--- config.mk ---
export PLATFORM = sky130hd
export DESIGN_NAME = am_err_monitor
export DESIGN_NICKNAME = d
export VERILOG_FILES = /design/src/rtl/am_err_monitor.sv
export SDC_FILE = /design/constraint.sdc
export NUM_CORES = 1
export LEC_CHECK = 0
export ABC_AREA = 1
export CORE_UTILIZATION = 59
export DETAILED_ROUTE_END_ITERATION = 8
export PLACE_DENSITY = 0.8
export SLEW_MARGIN = 20
export SYNTH_ARGS = -nofsm -noshare
export SYNTH_HDL_FRONTEND = slang
export SYNTH_SLANG_ARGS = --single-unit
export TNS_END_PERCENT = 10
--- constraint.sdc ---
create_clock -name clk -period 7 [get_ports clk]
set_input_delay 1.4 -clock clk [delete_from_list [all_inputs] [get_ports clk]]
set_output_delay 1.4 -clock clk [all_outputs]
set_load 0.05 [all_outputs]
--- src/rtl/am_err_monitor.sv ---
// am_err_monitor: measures the error of an unsigned 8x8 approximate multiplier.
// For every accepted sample (x, y, z) the exact product P = x*y is formed and
// the error distance ED = |P - z| is accumulated over NSAMP samples.
//
// Optional feature macro: AM_ERR_SQ_EN adds output sum_sq (sum of ED*ED).
//
// Ports:
//   clk, rst_n      clock, asynchronous active-low reset
//   start           begin a run (honoured in IDLE only)
//   clr             synchronous abort/clear, wins over everything else
//   in_valid        sample valid; accepted when in_valid & in_ready
//   in_ready        high while a run is collecting samples
//   x, y, z         operands and approximate product
//   done            run complete, statistics final
//   n_cnt, err_cnt  accumulated samples / samples with nonzero ED
//   sum_ed, max_ed  sum and maximum of ED
//   sum_sq          sum of ED*ED (only with AM_ERR_SQ_EN)
module am_err_monitor #(
    parameter int unsigned NSAMP = 65536,
    parameter int unsigned CNT_W = 32
) (
    input  logic               clk,
    input  logic               rst_n,
    input  logic               start,
    input  logic               clr,
    input  logic               in_valid,
    output logic               in_ready,
    input  logic [7:0]         x,
    input  logic [7:0]         y,
    input  logic [15:0]        z,
    output logic               done,
    output logic [CNT_W-1:0]   n_cnt,
    output logic [CNT_W-1:0]   err_cnt,
    output logic [CNT_W+15:0]  sum_ed,
    output logic [15:0]        max_ed
`ifdef AM_ERR_SQ_EN
    ,
    output logic [CNT_W+31:0]  sum_sq
`endif
);

    localparam int unsigned SUM_W = CNT_W + 16;
    localparam logic [CNT_W-1:0] LAST_CNT = CNT_W'(NSAMP - 1);

    typedef enum logic [1:0] {
        ST_IDLE,
        ST_RUN,
        ST_DRAIN,
        ST_DONE
    } state_t;

    state_t             r_state;
    logic               r_in_ready;
    logic               r_done;
    logic [CNT_W-1:0]   r_acc_cnt;

    logic               r_v1, r_v2, r_v3;
    logic [7:0]         r_x1, r_y1;
    logic [15:0]        r_z1;
    logic [15:0]        r_ed2, r_ed3;

    logic [CNT_W-1:0]   r_n_cnt;
    logic [CNT_W-1:0]   r_err_cnt;
    logic [SUM_W-1:0]   r_sum_ed;
    logic [15:0]        r_max_ed;

    logic               w_hs;
    logic [15:0]        w_prod;
    logic [15:0]        w_ed;

    assign w_hs   = in_valid & r_in_ready;
    assign w_prod = {8'd0, r_x1} * {8'd0, r_y1};
    assign w_ed   = (w_prod >= r_z1) ? (w_prod - r_z1) : (r_z1 - w_prod);

    // Control FSM: collects NSAMP handshakes, then waits for the pipeline to empty.
    always_ff @(posedge clk or negedge rst_n) begin
        if (!rst_n) begin
            r_state    <= ST_IDLE;
            r_in_ready <= 1'b0;
            r_done     <= 1'b0;
            r_acc_cnt  <= '0;
        end else if (clr) begin
            r_state    <= ST_IDLE;
            r_in_ready <= 1'b0;
            r_done     <= 1'b0;
            r_acc_cnt  <= '0;
        end else begin
            case (r_state)
                ST_IDLE: begin
                    if (start) begin
                        r_state    <= ST_RUN;
                        r_in_ready <= 1'b1;
                        r_acc_cnt  <= '0;
                    end
                end
                ST_RUN: begin
                    if (w_hs) begin
                        r_acc_cnt <= r_acc_cnt + CNT_W'(1);
                        if (r_acc_cnt == LAST_CNT) begin
                            r_state    <= ST_DRAIN;
                            r_in_ready <= 1'b0;
                        end
                    end
                end
                ST_DRAIN: begin
                    // A sample in stage 3 is accumulated on this same edge,
                    // so done rises together with the final statistics.
                    if (!r_v1 && !r_v2) begin
                        r_state <= ST_DONE;
                        r_done  <= 1'b1;
                    end
                end
                ST_DONE: begin
                    r_state <= ST_DONE;
                end
                default: begin
                    r_state    <= ST_IDLE;
                    r_in_ready <= 1'b0;
                    r_done     <= 1'b0;
                end
            endcase
        end
    end

    // Sample pipeline: stage 1 operands, stage 2 ED, stage 3 ED into accumulators.
    always_ff @(posedge clk or negedge rst_n) begin
        if (!rst_n) begin
            r_v1  <= 1'b0;
            r_v2  <= 1'b0;
            r_v3  <= 1'b0;
            r_x1  <= '0;
            r_y1  <= '0;
            r_z1  <= '0;
            r_ed2 <= '0;
            r_ed3 <= '0;
        end else begin
            r_v1  <= w_hs & ~clr;
            r_v2  <= r_v1 & ~clr;
            r_v3  <= r_v2 & ~clr;
            r_x1  <= x;
            r_y1  <= y;
            r_z1  <= z;
            r_ed2 <= w_ed;
            r_ed3 <= r_ed2;
        end
    end

    // Statistics accumulators; cleared on clr and at the start of every run.
    always_ff @(posedge clk or negedge rst_n) begin
        if (!rst_n) begin
            r_n_cnt   <= '0;
            r_err_cnt <= '0;
            r_sum_ed  <= '0;
            r_max_ed  <= '0;
        end else if (clr || (r_state == ST_IDLE && start)) begin
            r_n_cnt   <= '0;
            r_err_cnt <= '0;
            r_sum_ed  <= '0;
            r_max_ed  <= '0;
        end else if (r_v3) begin
            r_n_cnt   <= r_n_cnt + CNT_W'(1);
            r_err_cnt <= r_err_cnt + CNT_W'(r_ed3 != 16'd0);
            r_sum_ed  <= r_sum_ed + SUM_W'(r_ed3);
            if (r_ed3 > r_max_ed) begin
                r_max_ed <= r_ed3;
            end
        end
    end

`ifdef AM_ERR_SQ_EN
    localparam int unsigned SQ_W = CNT_W + 32;

    logic [SQ_W-1:0]    r_sum_sq;
    logic [31:0]        w_sq;

    assign w_sq = {16'd0, r_ed3} * {16'd0, r_ed3};

    // Sum of squared ED, same clear/update timing as sum_ed.
    always_ff @(posedge clk or negedge rst_n) begin
        if (!rst_n) begin
            r_sum_sq <= '0;
        end else if (clr || (r_state == ST_IDLE && start)) begin
            r_sum_sq <= '0;
        end else if (r_v3) begin
            r_sum_sq <= r_sum_sq + SQ_W'(w_sq);
        end
    end

    assign sum_sq = r_sum_sq;
`endif

    assign in_ready = r_in_ready;
    assign done     = r_done;
    assign n_cnt    = r_n_cnt;
    assign err_cnt  = r_err_cnt;
    assign sum_ed   = r_sum_ed;
    assign max_ed   = r_max_ed;

endmodule

Word level (Yosys, flattened, before mapping)
Index checks and enable logic that the tools add are counted.
{"block": "classes", "add_sub_neg": 6, "multipliers": 1, "order_cmp": 2, "eq_ne": 8, "n_mux": 28, "bitwise_logic": 5, "n_reduce_logical": 17}
{"cell": "$mux 32", "n": 7}
{"cell": "$mux 48", "n": 2}
{"cell": "$add 32x1->32 const B", "n": 2}
{"cell": "$mux 16", "n": 4}
{"cell": "$pmux 32 s2", "n": 1}
{"cell": "$add 48x16->48", "n": 1}
{"cell": "$add 32x1->32", "n": 1}
{"cell": "$eq 32x16->1 const B", "n": 1}
{"cell": "$sub 16x16->16", "n": 2}
{"cell": "$ge 16x16->1", "n": 1}
{"cell": "$gt 16x16->1", "n": 1}
{"cell": "$mul 8x8->16", "n": 1}
{"cell": "$reduce_bool 16->1", "n": 1}
{"cell": "$ne 3x3->1 const B", "n": 4}
{"cell": "$mux 2", "n": 5}
{"cell": "$pmux 2 s4", "n": 1}
{"cell": "$reduce_and 4->1", "n": 2}
{"cell": "$reduce_bool 2->1", "n": 4}
{"cell": "$mux 1", "n": 7}
{"cell": "$and 1x1->1", "n": 4}
{"cell": "$eq 2x2->1 const B", "n": 2}
{"cell": "$reduce_and 2->1", "n": 2}
{"cell": "$reduce_and 3->1", "n": 1}
{"cell": "$reduce_bool 3->1", "n": 1}
{"cell": "other kinds (7)", "n": 9}
{"block": "totals", "reg_bits": 231, "input_bits": 37, "output_inout_bits": 130, "wordCells": 83}

Logic depth before layout (Yosys ltp)
{"block": "logic_depth", "word_depth": 5, "ltp_mapped": 31}

Least setup slack after synthesis
No wires, ideal clock.
{"block": "synth_timing", "path_type": "reg-to-reg", "start": "register r_x1[0]", "end": "register r_ed2[12]", "setup_time_ns": 0.116, "arrival_time_ns": 5.199, "t_required_ns": 6.884, "path_slack_ns": 1.684, "path_stages_with_launch": 29, "path_buffers": 2, "synth_period_minus_slack_ns": 5.316, "cell_sequence": "dfrtp_1 > clkbuf_1 > nand2_1 > fa_1 > fa_1 > inv_1 > fa_1 > inv_1 > fa_1 > inv_1 > ha_1 > a21o_1 > a21oi_1 > o21ai_0 > nand3b_1 > nand2_1 > nand2_1 > nand2_1 > ha_1 > inv_2 > nor3_1 > inv_1 > nor3_2 > o21ai_2 > nand2_4 > inv_4 > buf_6 > nand2_1 > nand2_1"}
{"block": "synth_via", "elab_chain_len": 3}
{"item": "start, declared", "line_no": "58", "text": "logic [7:0] r_x1, r_y1;"}
{"item": "start signal, assigned", "line_no": "131", "text": "r_x1 <= '0;"}
{"item": "start signal, assigned", "line_no": "140", "text": "r_x1 <= x;"}
{"item": "$mul 8x8->16 (*)", "line_no": "72", "text": "assign w_prod = {8'd0, r_x1} * {8'd0, r_y1};"}
{"item": "$sub 16x16->16 or $ge 16x16->1 (tied branches)", "line_no": "73", "text": "assign w_ed = (w_prod >= r_z1) ? (w_prod - r_z1) : (r_z1 - w_prod);"}
{"item": "$mux 16 (*)", "line_no": "73"}
{"item": "via w_ed[12]", "line_no": "69", "text": "logic [15:0] w_ed;"}
{"item": "end signal, assigned", "line_no": "143", "text": "r_ed2 <= w_ed;"}
{"item": "end, declared", "line_no": "60", "text": "logic [15:0] r_ed2, r_ed3;"}
The timed path passes the listed nets; every way through them passes the cells marked *.
A chain may end at the register's enable or synchronous reset.

Worst setup path in the final report
{"block": "layout_timing", "start": "register r_y1[7]", "end": "register r_ed2[3]"}
{"block": "layout_via", "elab_chain_len": 3}
{"item": "start, declared", "line_no": "58"}
{"item": "start signal, assigned", "line_no": "141", "text": "r_y1 <= y;"}
{"item": "$mul 8x8->16", "line_no": "72"}
{"item": "$ge 16x16->1", "line_no": "73"}
{"item": "$mux 16", "line_no": "73"}
{"item": "via w_ed[3]", "line_no": "69"}
The timed path passes the listed nets, and every way through them passes these cells.

==> summary.md <==
| Metric | Value |
|---|---|
| Synth cell types | `60` |
| Achievable Freq | `171 MHz` |
| Cell mode on critical path | `nand2_1` |
| Vias in the first global route | `15044` |
| Total CTS buffers | `26` |
| Cell Area, Placed | `18600 sq um` |
| First-pass GRT wire length | `72900 um` |
| Post-route design area | `19500 sq um` |
| Utilization after layout | `70.0%` |
| CP endpoint kind | `register` |
| Synth async-reset ratio | `100%` |
| Slew HR | `37.1%` |
| Outcome | `completed` |
| Yosys warning count | `0` |
| Clk pwr share | `23.6%` |
| Most used DFF post-synth | `dfrtp_1` |
| # hold bufs at CTS | `0` |
| Final wirelength | `44700 um` |
| CTS sink count | `231` |
| Family with the most delay on the worst path | `adder cells` |
| Mapped Nets | `2511` |
| Die Footprint | `29100 sq um` |
| Placer Congestion | `0.988` |
| CORE AREA | `27900 sq um` |
| Antenna-violating nets left | `0` |
| Worst-path fanout max | `17` |
| CP Launch Type | `register` |
| Post-DP HPWL | `34000 um` |
| Sequential share of the synthesized area | `34.5%` |
| Total GRT Usage | `31.2%` |
| Vias per cell | `5.51` |
| Sw frac | `44.1%` |
| CP Class | `reg -> reg` |
| Maximum vdd ir drop | `0.331 mV` |
| Gr ovfl total | `0` |
| Ports | `167` |
| Max clock buf depth | `3` |
| DRC | `0` |
| CTS H-tree depth | `1` |
| Routed WL per cell | `15.6 um` |
| Flop pwr share | `27.4%` |
| Number of diodes | `0` |
| EDFF count, synth | `0` |
| Starting Density | `60.1%` |
| Cell Rows | `61` |
| Clock slew at reported path FFs | `60 ps` |
| Worst-Margin Slew | `941 ps` |
| Post-Synthesis Cells | `2332` |
| Antenna violations before repair | `0` |
| Nets@finish | `2649` |
| Mean Syn Cell Area | `7.18 sq um` |
| Multi-input gate area | `9160 sq um` |
| Pin count of the biggest net entering global routing | `146` |
| Leakage | `9.74 nW` |
| MaxCap Viol Count | `0` |
| CP max stage cell | `fa_1` |
| Die width | `171 um` |
| CTS resizes | `0` |
| Tot Pwr | `5.90 mW` |
| Routed via count | `15804` |
| Pre-antenna DRT Iters | `8` |
| Initial DRC count | `1274` |
| RSZ-0062 raised after global routing | `no` |
| Reg2reg setup slack | `1160 ps` |
| Die Y | `171 um` |
| Worst Hold Class | `reg -> reg` |
| P_int | `3.29 mW` |
| CTS tree | `done` |
| Crit-path max cell delay | `550 ps` |
| Flops & latches, synth | `231` |
| Arr. time, crit path | `6260 ps` |
| Area grow syn2layout | `16.4%` |
| Root buf cell | `clkbuf_16` |
| Final hold viol count | `0` |
| CP Buf/Inv Count | `6` |
| Comb pwr share | `49.0%` |
| Clock period minus worst slack | `5840 ps` |
| Post-CTS Setup Bufs | `0` |
| Fin crit share | `83.4%` |
| CP required | `7420 ps` |
| Cell Area, Synth | `16800 sq um` |
| Slew Limit Fails | `0` |
| P_sw | `2.60 mW` |
| Final setup fails | `0` |
| Worst-Skew Late Latency | `540 ps` |
| PortBufs | `166` |
| Setup TNS | `0 ps` |
| PD cells | `302 nW/um^2` |
| Share of layout cells above drive strength 1 | `5.06%` |
| Register area | `5780 sq um` |
| Final Skew | `8.55 ps` |
| Fillcell total | `2327` |
registers in the layout (all words and copies together) (netlist names):
| register | cells |
|---|---|
| r_v2 | 1 |
| in_ready | 1 |
| max_ed | 16 |
| r_ed2 | 16 |
| err_cnt | 32 |
| r_v3 | 1 |
| r_v1 | 1 |
| n_cnt | 32 |
| r_y1 | 8 |
| r_acc_cnt | 32 |
| r_z1 | 16 |
| sum_ed | 48 |
| r_x1 | 8 |
| r_ed3 | 16 |
| r_state | 2 |
| done | 1 |
per-layer routing:
metal / routed length, um / vias up / track usage, %
li1: - / 7668 / -
met1: 19100 / 7474 / 40.6
met2: 21500 / 566 / 53.2
met3: 2800 / 96 / 4.33
met4: 1400 / 0 / 10.6
met5: 0 / - / 0
worst paths after layout:
| path | from | end | cells past startpoint |
|---|---|---|---|
| min in group asynchronous | rst_n | sum_ed[9]$_DFFE_PN0P_ | 1 |
| min reg2reg | r_ed2[0]$_DFF_PN0_ | r_ed3[0]$_DFF_PN0_ | 0 |
| max reg2reg | r_y1[7]$_DFF_PN0_ | r_ed2[3]$_DFF_PN0_ | 26 |
| max in group asynchronous | rst_n | r_acc_cnt[8]$_DFFE_PN0P_ | 2 |
| max | r_y1[7]$_DFF_PN0_ | r_ed2[3]$_DFF_PN0_ | 26 |
| min | r_ed2[0]$_DFF_PN0_ | r_ed3[0]$_DFF_PN0_ | 0 |
final cells by class:
cell class                      count  share of cell area [%]
Tap cell                          378                    2.43
Inverter                          394                    7.62
Clock buffer                       34                    3.86
Sequential cell                   231                    29.7
Timing Repair Buffer              170                    8.77
Multi-Input combinational cell   1647                    47.0
Clock inverter                     14                   0.687
cell usage in the layout, fill, tap and decap left out, types with 5 or more instances in the layout:
cell / count
nor4_1: 12
nand3_2: 6
a22o_1: 5
or2_2: 6
a211oi_1: 5
inv_2: 10
xnor2_1: 10
clkinv_2: 10
dfrtp_1: 231
nand2_1: 633
nor3_1: 50
nor3_2: 8
clkbuf_16: 27
nor2_4: 5
nand4_1: 69
o21bai_1: 7
ha_1: 103
o21ai_0: 69
xor2_1: 35
o21a_1: 6
clkbuf_8: 5
clkdlybuf4s50_1: 165
nand3_1: 147
fa_1: 39
inv_1: 380
nor2_1: 232
a21oi_1: 125
o21ai_1: 11
nor3b_1: 5
nand2_2: 14
nor2_2: 6
metrics by stage:
stage,setup slack (ps),instances,hold slack [ps]
after global placement,1300,2820,334
after CTS,1130,2868,350
final,1160,2868,350
after floorplan,1680,2332,331
after detailed placement,1150,2820,336
after global routing,755,2868,356
worst register-to-register path, cell delays in order, from the launching register on:
cell	delay, ps
dfrtp_1	490
nand2_1	130
fa_1	530
fa_1	550
inv_1	60
fa_1	550
inv_1	60
fa_1	530
inv_1	40
ha_1	340
a21o_1	190
a21oi_1	180
o21ai_0	200
nand3b_1	190
nand2_1	80
nand2_1	80
nand2_1	50
ha_1	410
inv_2	80
nor3_1	170
inv_1	90
nor3_2	130
o21ai_2	90
nand2_4	200
inv_4	130
o21ai_0	110
nand2_1	70
cell usage after synthesis, types with 6 or more instances:
master / number / area share, %
nor2_2: 6 / 0.22
dfrtp_1: 231 / 35
inv_2: 11 / 0.25
buf_2: 19 / 0.57
ha_1: 103 / 7.7
nand3_2: 6 / 0.36
fa_1: 39 / 4.7
o21ai_0: 69 / 2.1
a21oi_1: 125 / 3.7
xor2_1: 35 / 1.8
nand4_1: 69 / 2.6
o21ai_1: 11 / 0.33
nor3_2: 8 / 0.48
nor4_1: 12 / 0.45
nor3_1: 50 / 1.5
nand2_2: 14 / 0.52
or2_2: 6 / 0.22
nand3_1: 147 / 4.4
o21bai_1: 7 / 0.31
nor2_1: 232 / 5.2
inv_1: 380 / 8.5
buf_6: 8 / 0.54
nand2_1: 633 / 14
clkbuf_1: 24 / 0.54
o21a_1: 6 / 0.27
xnor2_1: 10 / 0.52
kinds of logic after synthesis:
logic type | synth area share, %
XOR/XNOR | 2.35
buffers and inverters | 10.8
AO/OA/AOI/OAI | 8.19
AND/OR/NAND/NOR | 31.8
adder cells (fa/ha/maj) | 12.4
flip-flops | 34.5
power by group through the flow:
stage / Sequential [mW] / Clock [mW] / Combinational [mW]
4_1_cts: 1.61 / 1.42 / 2.87
6_report: 1.61 / 1.39 / 2.89
2_1_floorplan: 1.59 / 0 / 2.26
5_1_grt: 1.62 / 1.47 / 3.26
3_3_place_gp: 1.63 / 0 / 2.79
3_5_place_dp: 1.63 / 0 / 2.85
Power figures use the tool's default switching activity.
==> patch: new RTL, same settings <==
`CNT_W`: 32 -> 48.
--- a/src/rtl/am_err_monitor.sv
+++ b/src/rtl/am_err_monitor.sv
@@ -17,7 +17,7 @@
 //   sum_sq          sum of ED*ED (only with AM_ERR_SQ_EN)
 module am_err_monitor #(
     parameter int unsigned NSAMP = 65536,
-    parameter int unsigned CNT_W = 32
+    parameter int unsigned CNT_W = 48
 ) (
     input  logic               clk,
     input  logic               rst_n,
Interface: changed (resized err_cnt, n_cnt and sum_ed); port bits go from 167 to 215. The function was not compared with the original's and may differ.
==> patch against the original RTL <==
  * Worst hold slack got worse by 3.2 ps
  * Sequential cell count rose by 64
  * Critical endpoint unchanged
  * Power rose by 19%
  * Routed wire length rose by 53%
  * Cell area rose by 33%
  * Largest cell class unchanged
  * Synthesized area rose by 33%
  * Setup slack got worse by 170 ps
==> patch: results (changes against the original RTL) <==
run status=finished, final reports clean; top post-synthesis cells by count=nand2_1, inv_1, nor2_1; Hold EP=r_ed3[4]$_DFF_PN0_; post-synthesis sequential area ratio=33.2% (-1.3 points); Net Count, Synth=3,480 (+39%); routed len/inst=17.0 um (+9.1%); CTS Buf Count=36 (+38%); largest net degree at the start of global routing=148 (+1.4%); Final Skew=28.3 ps (+19.8 ps); postcts setup bufs=0 (unchanged); worst vdd ir=296 uV (-10%); Slowest-stage cell, CP=fa_1; Via density=5.68 (+3.1%); Starting DRT DRC Count=1,916 (+50%); largest stage delay on the critical path=550 ps (about the same); hold path start=r_ed2[4]$_DFF_PN0_; worst reg2reg startpoint=r_y1[4]$_DFF_PN0_; clock latency at the later pin of the worst-skew pair=570 ps (+30 ps); Placer Congestion=1.00 (+1.4%); final cell count without fillers=4,011 (+40%); first-pass GRT wire length=110 mm (+51%); Tot GR Track Use=35.7% (+4.6 points); cts repair resizes=0 (unchanged); CTS clk-pin slew, worst paths=60 ps (about the same); Filler Cells Inserted=3,146 (+35%); Top Family by Delay on Critical Path=adder cells; Slew headroom=31.2% (-5.8 points); share of cells above drive strength 1=4.39% (-0.67 points); NumNets Final=3,660 (+38%); leakage power=12.2 nW (+26%); max FFs per register=64 (+33%); ys flop type=dfrtp_1; R2R cell count=25 (-3.8%); vias in the first global route=22,050 (+47%); Hold Crit Class=register to register; end of the worst register-to-register path=r_ed2[3]$_DFF_PN0_; DP HPWL=52.1 mm (+53%); count of cell types in the netlist=53 (-12%); ys async rst share=100% (unchanged); Buffers on Ports=214 (+29%); Cells after Synth=3,301 (+42%); Max Root-Sink Buffers=3 (unchanged); Hold Crit Depth=0 (unchanged); H-tree Lvls=2 (+1); Internal=4.13 mW (+25%); ant diodes=0 (unchanged); ranking of synthesized cells by area=dfrtp_1, nand2_1, inv_1; Placed Area=24,700 um^2 (+33%); setup slack, reg-to-reg=990 ps (-170 ps); CTS root buffer=clkbuf_16; Pre-Repair DR Iteration Count=7 (-1); Placed Cells=3,947 (+40%); antenna violations before repair=0 (unchanged)
patch: worst max-delay path by stage:
stage	slack (ps)	from	to
after CTS	1010	r_x1[0]$_DFF_PN0_	r_ed2[3]$_DFF_PN0_
after floorplan	1630	r_x1[0]$_DFF_PN0_	r_ed2[13]$_DFF_PN0_
after global routing	500	r_x1[1]$_DFF_PN0_	r_ed2[3]$_DFF_PN0_
after global placement	1220	r_y1[7]$_DFF_PN0_	r_ed2[3]$_DFF_PN0_
final	990	r_y1[4]$_DFF_PN0_	r_ed2[3]$_DFF_PN0_
after detailed placement	1040	r_x1[0]$_DFF_PN0_	r_ed2[3]$_DFF_PN0_
patch: cell families after synthesis:
logic type                 share of synthesized area [%]
DFF                                                 33.2
and+or+nand+nor                                     37.8
xor gates and xnor gates                            1.85
adders and majority gates                           9.30
buffers and inverters                               11.2
AOI/OAI and AO/OA                                   6.77
patch: cell type report:
class	instances	area (um^2)	area share (%)
multi-input combinational	2377	12400	47.7
sequential	295	7380	28.4
timing repair buffer	224	2230	8.59
inverter	547	2060	7.92
clock buffer	48	996	3.83
tap	504	631	2.43
clock inverter	16	304	1.17
patch: power groups by stage:
stage	sequential [mW]	combinational [mW]	clock, mW
floorplan	1.95	2.25	0
global placement	2.00	2.85	0
detailed placement	2.00	2.93	0
CTS	1.97	2.95	2.10
global route	1.98	3.35	2.16
finish	1.98	2.98	2.08
patch: layer usage:
metal  vias up  global-route usage (%)  wire (um)
met1     10623                    46.2      27500
met2      1097                    59.0      32000
met4         0                    15.3       2780
met3       205                    6.27       6080
li1      10852                       -          -
met5         -                       0          0
patch: stage by stage:
step | hold WS [ps] | worst slack (ps)
2_1_floorplan | 331 | 1630
3_3_place_gp | 331 | 1220
3_5_place_dp | 335 | 1040
4_1_cts | 348 | 1010
5_1_grt | 360 | 502
6_report | 346 | 990
